[config.mk]
export PLATFORM = sky130hd
export DESIGN_NAME = uart_tx_framer
export DESIGN_NICKNAME = d
export VERILOG_FILES = /design/src/rtl/uart_pkg.sv /design/src/rtl/uart_tx_fifo.sv /design/src/rtl/uart_tx_framer.sv
export SDC_FILE = /design/constraint.sdc
export NUM_CORES = 1
export LEC_CHECK = 0
export CAP_MARGIN = 40
export CORE_ASPECT_RATIO = 0.8
export CORE_MARGIN = 2
export CORE_UTILIZATION = 25
export CTS_CLUSTER_DIAMETER = 40
export CTS_CLUSTER_SIZE = 12
export DETAILED_ROUTE_END_ITERATION = 10
export SETUP_SLACK_MARGIN = 0.1
export SYNTH_ARGS = -nofsm -noshare
export SYNTH_HDL_FRONTEND = slang
export SYNTH_SLANG_ARGS = --single-unit
[constraint.sdc]
create_clock -name clk -period 2.3 [get_ports clk]
set_input_delay 0.69 -clock clk [delete_from_list [all_inputs] [get_ports clk]]
set_output_delay 0.69 -clock clk [all_outputs]
set_load 0.02 [all_outputs]
[src/rtl/uart_pkg.sv]
// uart_pkg
//   Shared definitions for the UART transmit framer: parity-mode codes,
//   the framer FSM state type and helpers that compute frame geometry.
//   Used by the RTL and by the testbench so both agree on frame length.
package uart_pkg;

  localparam int PARITY_NONE = 0;
  localparam int PARITY_EVEN = 1;
  localparam int PARITY_ODD  = 2;

  typedef enum logic [2:0] {
    IDLE,
    START,
    DATA,
    PARITY,
    STOP
  } tx_state_e;

  // Serial bits in one frame: start + data + optional parity + stop bits.
  function automatic int frame_bits(input int data_bits, input int parity_mode,
                                    input int stop_bits);
    return 1 + data_bits + ((parity_mode != PARITY_NONE) ? 1 : 0) + stop_bits;
  endfunction

  // Clock cycles one frame occupies on the line.
  function automatic int frame_cycles(input int clks_per_bit, input int data_bits,
                                      input int parity_mode, input int stop_bits);
    return clks_per_bit * frame_bits(data_bits, parity_mode, stop_bits);
  endfunction

endpackage

[src/rtl/uart_tx_fifo.sv]
// uart_tx_fifo
//   Small synchronous FIFO buffering words in front of the serial framer.
//   Ports:
//     clk, rst_n        clock, asynchronous active-low reset
//     push, push_data   write request and word (ignored when full)
//     pop               read request (ignored when empty); head advances
//     head              word at the front of the queue
//     full, empty       occupancy flags, derived from the count register
//     level             current occupancy, 0..DEPTH
module uart_tx_fifo #(
  parameter int WIDTH = 8,
  parameter int DEPTH = 4
) (
  input  logic                     clk,
  input  logic                     rst_n,
  input  logic                     push,
  input  logic [WIDTH-1:0]         push_data,
  input  logic                     pop,
  output logic [WIDTH-1:0]         head,
  output logic                     full,
  output logic                     empty,
  output logic [$clog2(DEPTH):0]   level
);

  localparam int PTR_W = $clog2(DEPTH);
  localparam int LVL_W = PTR_W + 1;

  logic [WIDTH-1:0] mem [DEPTH];
  logic [PTR_W-1:0] wr_ptr;
  logic [PTR_W-1:0] rd_ptr;
  logic [LVL_W-1:0] count;
  logic             do_push;
  logic             do_pop;

  assign full    = (count == LVL_W'(DEPTH));
  assign empty   = (count == '0);
  assign do_push = push && !full;
  assign do_pop  = pop && !empty;
  assign head    = mem[rd_ptr];
  assign level   = count;

  // Storage needs no reset: a slot is only read after it has been written.
  always_ff @(posedge clk) begin
    if (do_push) begin
      mem[wr_ptr] <= push_data;
    end
  end

  // Pointers wrap naturally because DEPTH is a power of two.
  always_ff @(posedge clk or negedge rst_n) begin
    if (!rst_n) begin
      wr_ptr <= '0;
      rd_ptr <= '0;
      count  <= '0;
    end else begin
      if (do_push) begin
        wr_ptr <= wr_ptr + 1'b1;
      end
      if (do_pop) begin
        rd_ptr <= rd_ptr + 1'b1;
      end
      case ({do_push, do_pop})
        2'b10:   count <= count + 1'b1;
        2'b01:   count <= count - 1'b1;
        default: count <= count;
      endcase
    end
  end

endmodule

[src/rtl/uart_tx_framer.sv]
// uart_tx_framer
//   Buffered UART transmitter: words enter a FIFO and are serialised as
//   start / data (LSB first) / optional parity / stop bits on a registered
//   line that idles high. Frames are sent back-to-back while words remain.
//   Ports:
//     clk, rst_n   clock, asynchronous active-low reset
//     in_data      word to transmit
//     in_valid     in_data is offered; taken when in_ready is also high
//     in_ready     FIFO can take a word this cycle
//     tx           serial line
//     busy         a frame is on the line or words are waiting
//     level        FIFO occupancy
module uart_tx_framer
  import uart_pkg::*;
#(
  parameter int DATA_BITS    = 8,
  parameter int CLKS_PER_BIT = 16,
  parameter int PARITY_MODE  = PARITY_EVEN,
  parameter int STOP_BITS    = 1,
  parameter int FIFO_DEPTH   = 4
) (
  input  logic                         clk,
  input  logic                         rst_n,
  input  logic [DATA_BITS-1:0]         in_data,
  input  logic                         in_valid,
  output logic                         in_ready,
  output logic                         tx,
  output logic                         busy,
  output logic [$clog2(FIFO_DEPTH):0]  level
);

  localparam int BAUD_W     = $clog2(CLKS_PER_BIT);
  localparam int BIT_W      = 4;
  localparam int FRAME_BITS = frame_bits(DATA_BITS, PARITY_MODE, STOP_BITS);

  localparam logic [BAUD_W-1:0] BAUD_LAST  = BAUD_W'(CLKS_PER_BIT - 1);
  // bit_cnt indexes the whole frame: 0 is the start bit, so the last data
  // bit sits at index DATA_BITS and the last stop bit at FRAME_BITS-1.
  localparam logic [BIT_W-1:0]  DATA_LAST  = BIT_W'(DATA_BITS);
  localparam logic [BIT_W-1:0]  FRAME_LAST = BIT_W'(FRAME_BITS - 1);
  localparam logic              PARITY_INV = (PARITY_MODE == PARITY_ODD);

  tx_state_e             state;
  tx_state_e             state_next;
  logic [BAUD_W-1:0]     baud_cnt;
  logic [BAUD_W-1:0]     baud_next;
  logic [BIT_W-1:0]      bit_cnt;
  logic [BIT_W-1:0]      bit_next;
  logic [DATA_BITS-1:0]  shreg;
  logic [DATA_BITS-1:0]  shreg_next;
  logic                  par_q;
  logic                  par_next;
  logic                  tx_q;
  logic                  tx_next;
  logic                  ready_en;
  logic                  bit_done;
  logic                  load;
  logic                  pop;
  logic                  push;
  logic [DATA_BITS-1:0]  fifo_head;
  logic                  fifo_full;
  logic                  fifo_empty;

  uart_tx_fifo #(
    .WIDTH (DATA_BITS),
    .DEPTH (FIFO_DEPTH)
  ) u_fifo (
    .clk       (clk),
    .rst_n     (rst_n),
    .push      (push),
    .push_data (in_data),
    .pop       (pop),
    .head      (fifo_head),
    .full      (fifo_full),
    .empty     (fifo_empty),
    .level     (level)
  );

  // ready_en holds in_ready low during reset and for the release cycle.
  assign in_ready = ready_en && !fifo_full;
  assign push     = in_valid && in_ready;
  assign tx       = tx_q;
  assign busy     = (state != IDLE) || !fifo_empty;
  assign bit_done = (baud_cnt == BAUD_LAST);

  // State and datapath registers; tx is registered so the line is glitch-free.
  always_ff @(posedge clk or negedge rst_n) begin
    if (!rst_n) begin
      state    <= IDLE;
      baud_cnt <= '0;
      bit_cnt  <= '0;
      shreg    <= '0;
      par_q    <= 1'b0;
      tx_q     <= 1'b1;
      ready_en <= 1'b0;
    end else begin
      state    <= state_next;
      baud_cnt <= baud_next;
      bit_cnt  <= bit_next;
      shreg    <= shreg_next;
      par_q    <= par_next;
      tx_q     <= tx_next;
      ready_en <= 1'b1;
    end
  end

  // Next-state logic. tx_next is the line value for the bit that begins
  // at the coming edge. A frame loads from the FIFO either from IDLE or on
  // the final stop cycle, which gives gapless back-to-back frames.
  always_comb begin
    state_next = state;
    baud_next  = baud_cnt;
    bit_next   = bit_cnt;
    shreg_next = shreg;
    par_next   = par_q;
    tx_next    = tx_q;
    load       = 1'b0;
    pop        = 1'b0;

    if (state != IDLE) begin
      baud_next = bit_done ? '0 : baud_cnt + 1'b1;
      if (bit_done) begin
        bit_next = bit_cnt + 1'b1;
      end
    end

    case (state)
      IDLE: begin
        tx_next = 1'b1;
        if (!fifo_empty) begin
          load = 1'b1;
        end
      end
      START: begin
        if (bit_done) begin
          state_next = DATA;
          tx_next    = shreg[0];
        end
      end
      DATA: begin
        if (bit_done) begin
          if (bit_cnt == DATA_LAST) begin
            if (PARITY_MODE != PARITY_NONE) begin
              state_next = PARITY;
              tx_next    = par_q;
            end else begin
              state_next = STOP;
              tx_next    = 1'b1;
            end
          end else begin
            shreg_next = shreg >> 1;
            tx_next    = shreg[1];
          end
        end
      end
      PARITY: begin
        if (bit_done) begin
          state_next = STOP;
          tx_next    = 1'b1;
        end
      end
      STOP: begin
        if (bit_done && (bit_cnt == FRAME_LAST)) begin
          if (!fifo_empty) begin
            load = 1'b1;
          end else begin
            state_next = IDLE;
            tx_next    = 1'b1;
          end
        end
      end
      default: begin
        state_next = IDLE;
        tx_next    = 1'b1;
      end
    endcase

    // Latch the head word and its parity so later input changes cannot
    // disturb the frame.
    if (load) begin
      pop        = 1'b1;
      state_next = START;
      shreg_next = fifo_head;
      par_next   = (^fifo_head) ^ PARITY_INV;
      tx_next    = 1'b0;
      baud_next  = '0;
      bit_next   = '0;
    end
  end

endmodule

**Word level (Yosys, flattened, before mapping)**

Memories as Yosys holds them, arrays and structs flattened.
Index checks and enable logic that the tools add are counted.

- $add $sub $neg: 6
- Equal/unequal tests: 18
- Mux-type cells: 33
- Reductions and logical operators: 20

Operators with widths:

| operator | count |
|---|---|
| $mux 8 | 4 |
| $mux 4 | 6 |
| $mux 3 | 7 |
| $ne 3x3->1 const B | 6 |
| $pmux 3 s5 | 1 |
| $eq 4x4->1 const B | 3 |
| $mux 1 | 12 |
| $add 4x1->4 const B | 2 |
| $reduce_bool 2->1 | 4 |
| $reduce_xor 8->1 | 1 |
| $reduce_and 7->1 | 1 |
| $eq 3x2->1 const B | 2 |
| $eq 3x3->1 const B | 2 |
| $logic_not 3->1 | 2 |
| $pmux 3 s2 | 1 |
| $logic_and 1x1->1 | 5 |
| $reduce_and 5->1 | 1 |
| $add 2x1->2 const B | 2 |
| $ne 2x2->1 const B | 2 |
| $pmux 1 s4 | 1 |
| $add 3x1->3 const B | 1 |
| $eq 3x1->1 const B | 1 |
| $reduce_and 3->1 | 1 |
| $reduce_bool 3->1 | 1 |
| 7 further kinds | 8 |

- Bits in registers: 29
- Bits in writable memories: 32
- Input bits: 11
- Output and inout port bits: 6
- Word-level logic and storage cells: 88
- Memories: 1

Memories:

| memory | words | width | read ports | clocked after memory_dff | wr ports | RTL line | text |
|---|---|---|---|---|---|---|---|
| u_fifo.mem | 4 | 8 | 1 | 0 | 1 | uart_tx_fifo.sv:28 | `logic [WIDTH-1:0] mem [DEPTH];` |

**Depth between registers and ports, before layout**

- Depth in word-level cells: 8
- Gate-level depth with buffers: 13
- Mapped depth without buffers: 12

**Cells and area by module**

From an unflattened synthesis, not the netlist that was laid out.

- Cell total of the unflattened synthesis: 204
- Area, all modules: 2931.6 um^2

Modules (own cells, without submodules):

| module | times used | cells each | area an instance (um^2) | sequential area each (um^2) |
|---|---|---|---|---|
| uart_tx_fifo | 1 | 79 | 1592.8 | 1136.1 |
| uart_tx_framer | 1 | 125 | 1338.8 | 551.8 |

**Worst setup path after synthesis**

Ideal clock, no wire load.

- Kind: register to register
- Start: reg bit_cnt[0]
- End: reg u_fifo.count[2] (netlist: u_fifo.level[2])
- Library setup time: 80 ps
- Arrival time: 2390 ps
- Data required time: 2220 ps
- Slack: -170 ps
- Cell stages (with the launch flop): 14
- Path buffers: 1
- Clock period less this slack: 2470 ps
- Cells stage by stage: dfrtp_1 > inv_1 > ha_1 > nand3b_1 > o21ai_0 > nand3_1 > inv_1 > buf_2 > ha_1 > inv_1 > fa_1 > xor2_1 > nor2_1 > xor2_1

- Longest elaborated chain between the ends: 8
- Elaborated cells between the ends (all ways): 10
- Classes of those cells: eq/ne (3); mux (4); reduce/logical (3)

RTL lines:

| element | RTL line | text |
|---|---|---|
| start: declaration | uart_tx_framer.sv:47 | `logic [BIT_W-1:0] bit_cnt;` |
| start signal: assignment | uart_tx_framer.sv:99 | `bit_cnt <= bit_next;` |
| $eq 4x4->1 (*) | uart_tx_framer.sv:163 | `if (bit_done && (bit_cnt == FRAME_LAST)) begin` |
| $logic_and 1x1->1 (*) | uart_tx_framer.sv:163 |  |
| $mux 1 (*) | uart_tx_framer.sv:163 |  |
| $pmux 1 s2 (*) | uart_tx_framer.sv:127 | `case (state)` |
| $mux 1 (*) | uart_tx_framer.sv:180 | `if (load) begin` |
| $logic_and 1x1->1 (*) | uart_tx_fifo.sv:38 | `assign do_pop = pop && !empty;` |
| via u_fifo.do_pop | uart_tx_fifo.sv:33 | `logic do_pop;` |
| $eq 2x1->1 / $eq 2x2->1 (equally long branches) | uart_tx_fifo.sv:62 | `case ({do_push, do_pop})` |
| $pmux 3 s2 / $reduce_bool 2->1 (equally long branches) | -- |  |
| end signal: assignment | uart_tx_fifo.sv:63 | `2'b10: count <= count + 1'b1;` |
| end signal: assignment | uart_tx_fifo.sv:64 | `2'b01: count <= count - 1'b1;` |
| end signal: assignment | uart_tx_fifo.sv:65 | `default: count <= count;` |
| end: declaration | uart_tx_fifo.sv:31 | `logic [LVL_W-1:0] count;` |

The timed path passes the listed nets; every way through them passes the cells marked *.
A chain may end at the register's enable or synchronous reset.

**Worst setup path after layout**

- Start: reg tx_q (netlist: tx)
- End: out tx

RTL lines:

| element | RTL line | text |
|---|---|---|
| start: declaration | uart_tx_framer.sv:53 | `logic tx_q;` |
| start signal: assignment | uart_tx_framer.sv:102 | `tx_q <= tx_next;` |
| end: declaration | uart_tx_framer.sv:27 | `output logic tx,` |

No word-level cell between the ends.

==> metrics.cfg <==
[clock_network]
clk-insertion-delay-late_ns = 0.33
cts.sink_count = 61
path_clk_slew_ns = 0.05
cts.htree.levels = 3
tritoncts = done
cts-buffers-inserted = 9
ctsRootBufferMaster = clkbuf_16
largest_buffer_count_on_any_clock_path = 2

[grt]
overflow = 0
grt.total_usage_pct = 9.03
grt_pass1_vias = 1645
grt_pass1_wl_mm = 8.10
pin_count_of_the_biggest_net_entering_global_routing = 30
antenna_found_initial = 0

[power]
p_total_mw = 4.79
p_leak_nw = 1.43
power.density_cell_area_mw_per_mm2 = 1360
ir_drop_mv = 0.573

[floorplanning]
core_area_mm2 = 0.0104
initial_core_util_pct = 26.0
die_h_um = 97.0
fp.dieW_um = 120
core.rowCount = 33
die_area_mm2 = 0.0117
num_io_pins = 17

[routing]
drc = 0
drt-pass1-iter-count = 4
wl_mm = 4.77
vias_per_cell = 4.21
vias = 1620
avgRoutedWirePerCell_um = 12.4
drt_iter0_drc = 77
detail-route-antenna-nets = 0

[logic_synthesis]
post-synth-top-count-cell = edfxtp_1
synth_nets = 218
synth-edff-count = 32
yosys_warnings = 0
post_synth.cell_area_avg_um2 = 13.7
synth_seq_area_share_pct = 62.5
post_synth_most_frequent_cells = edfxtp_1 (32), dfrtp_1 (28), nand2_1 (17), o21ai_0 (16)
yosys.area.top_type = edfxtp_1
synth.area.top_cells = edfxtp_1 (36%), dfrtp_1 (26%), mux4_2 (6.7%)
synth_async_sr_flop_share_pct = 47.5
syn_inst_count = 197
yosysUniqueCellTypes = 29
netlist_area_mm2 = 0.00270
synth_flop_cell = edfxtp_1
yosys_register_bits = 61
post_synth_top_area_share_pct = 35.6

[cells_and_area]
num_antenna_cells = 0
drive_above_1_share_pct = 23.7
number_of_filler_instances_in_the_final_layout = 1051
design.final.nets = 261
postLayoutCellArea_mm2 = 0.00353
area.growth.synth_to_final_pct = 30.6

[place]
gp_congestion = 0.690
detailedPlace.worstSlack_ns = -0.0695
placement.io_buffers = 16
detailedPlacementHpwl_mm = 3.16
post_place_cell_area_mm2 = 0.00316

[hold_path]
hp-class = register to register

[timing]
total_of_endpoints_with_negative_setup_slack_in_the_final_report = 0
tightestPinTransition_ns = 0.477
fin_setup_tns_ns = 0
final.setup.worst_slack_ns = 0.149
crit_path_time_final_ns = 2.15
slew_violations = 0
clk_skew_ns = 0.00617
maxClockFrequency_ghz = 0.465
fin_hold_ws_ns = 0.475
min_period_over_period_pct = 93.5
rsz_0062_raised_after_global_routing = false
worst_relative_slew_slack_pct = 67.3
endpoints_failing_hold = 0

[critical_path]
worst-path-buf-inv = 1
class_of_the_most_critical_setup_path = register to output pin
crit_path_end_kind = output pin
path_delay_family = buffers and inverters
timing.critical_path.cells = clkdlybuf4s50_1
critPathLaunchType = register
critPathRequiredTime_ns = 1.61
critical_path_arrival_ns = 1.46
max_stage_delay_ns = 0.61
timing.critical_path.fanout_max = 2
reg2reg_slack_ns = 0.25
worst_path_max_delay_cell = clkdlybuf4s50_1

[status]
outcome = finished clean

[job]
timing.max_cap.violations = 0

-- state kept, by name, summed over array words and instances, names as in the netlist --
signal         flops
state              3
bit_cnt            4
u_fifo.level       3
u_fifo.mem        32
tx                 1
par_q              1
baud_cnt           4
u_fifo.wr_ptr      2
u_fifo.rd_ptr      2
shreg              8
ready_en           1
-- stage by stage --
stage	cells	util, %
after floorplan	197	-
after global placement	364	30.3
after detailed placement	364	30.3
after CTS	380	33.3
after global routing	385	33.9
final	385	33.9
-- repair_timing --
item	CTS	global route
buffers inserted	0	5
hold buffers	0	0
setup endpoints to repair	2	3
pin swaps	0	6
gates resized for setup	3	7
-- path summary, 6_finish.rpt --
| kind | cells after the start | end | start |
|---|---|---|---|
| worst max-delay path | 1 | tx | tx |
| worst max register to register | 11 | u_fifo.level[2] | baud_cnt[0] |
| max in group asynchronous | 2 | tx | rst_n |
| worst min register to register | 2 | tx | tx |
| min in group asynchronous | 2 | state[1] | rst_n |
| worst min-delay path | 2 | tx | tx |
-- metal layers --
metal | share of wire, % | track usage, % | routed length [µm]
met5 | 0 | 0 | 0
met2 | 45 | 13.3 | 2160
met4 | 1.5 | 4.03 | 71
met3 | 3.8 | 3.54 | 182
met1 | 49 | 11.7 | 2360
-- power breakdown --
part	total [mW]	internal, mW	switching [mW]
combinational	1.77	0.897	0.876
sequential	1.66	1.44	0.215
clock	1.36	0.872	0.487
total	4.79	3.21	1.58
-- area by class of cell --
type	instances	area (µm²)	share of cell area (%)
sequential	61	1690	47.8
multi-input combinational	120	1010	28.6
timing repair buffer	36	304	8.61
clock buffer	10	239	6.77
tap	140	175	4.96
clock inverter	6	70.1	1.99
inverter	12	45.0	1.28
-- layout by cell type (no fill, tap or decap), drive strengths merged --
cell type and instances:
clkdlybuf4s50 14, dfrtp 28, nand4 2, clkbuf 11, bufinv 1, or3 1, o31a 1, nand3b 3
clkinvlp 3, inv 13, clkinv 1, nand3 7, xor2 6, o21ai 17, conb 1, and3 5
ha 9, a31oi 2, nor2 9, mux2i 11, nand2 17, nor3 4, nand2b 2, o2bb2ai 1
buf 20, dlygate4sd2 1, mux4 8, xnor2 12, dfstp 1, edfxtp 32, and2 1, fa 1
-- cell families (layout without fill, tap and decap cells) --
kind of cell	Yosys count	in the layout	synth area share, %
flip-flops	61	61	62.5
AND/OR/NAND/NOR	51	51	9.03
AO/OA/AOI/OAI	21	21	4.26
multiplexers	19	19	10.7
XOR/XNOR	18	18	5.83
buffers and inverters	16	64	2.64
adder cells (fa/ha/maj)	10	10	4.91
other	1	1	0.139
Power figures use the tool's default switching activity.
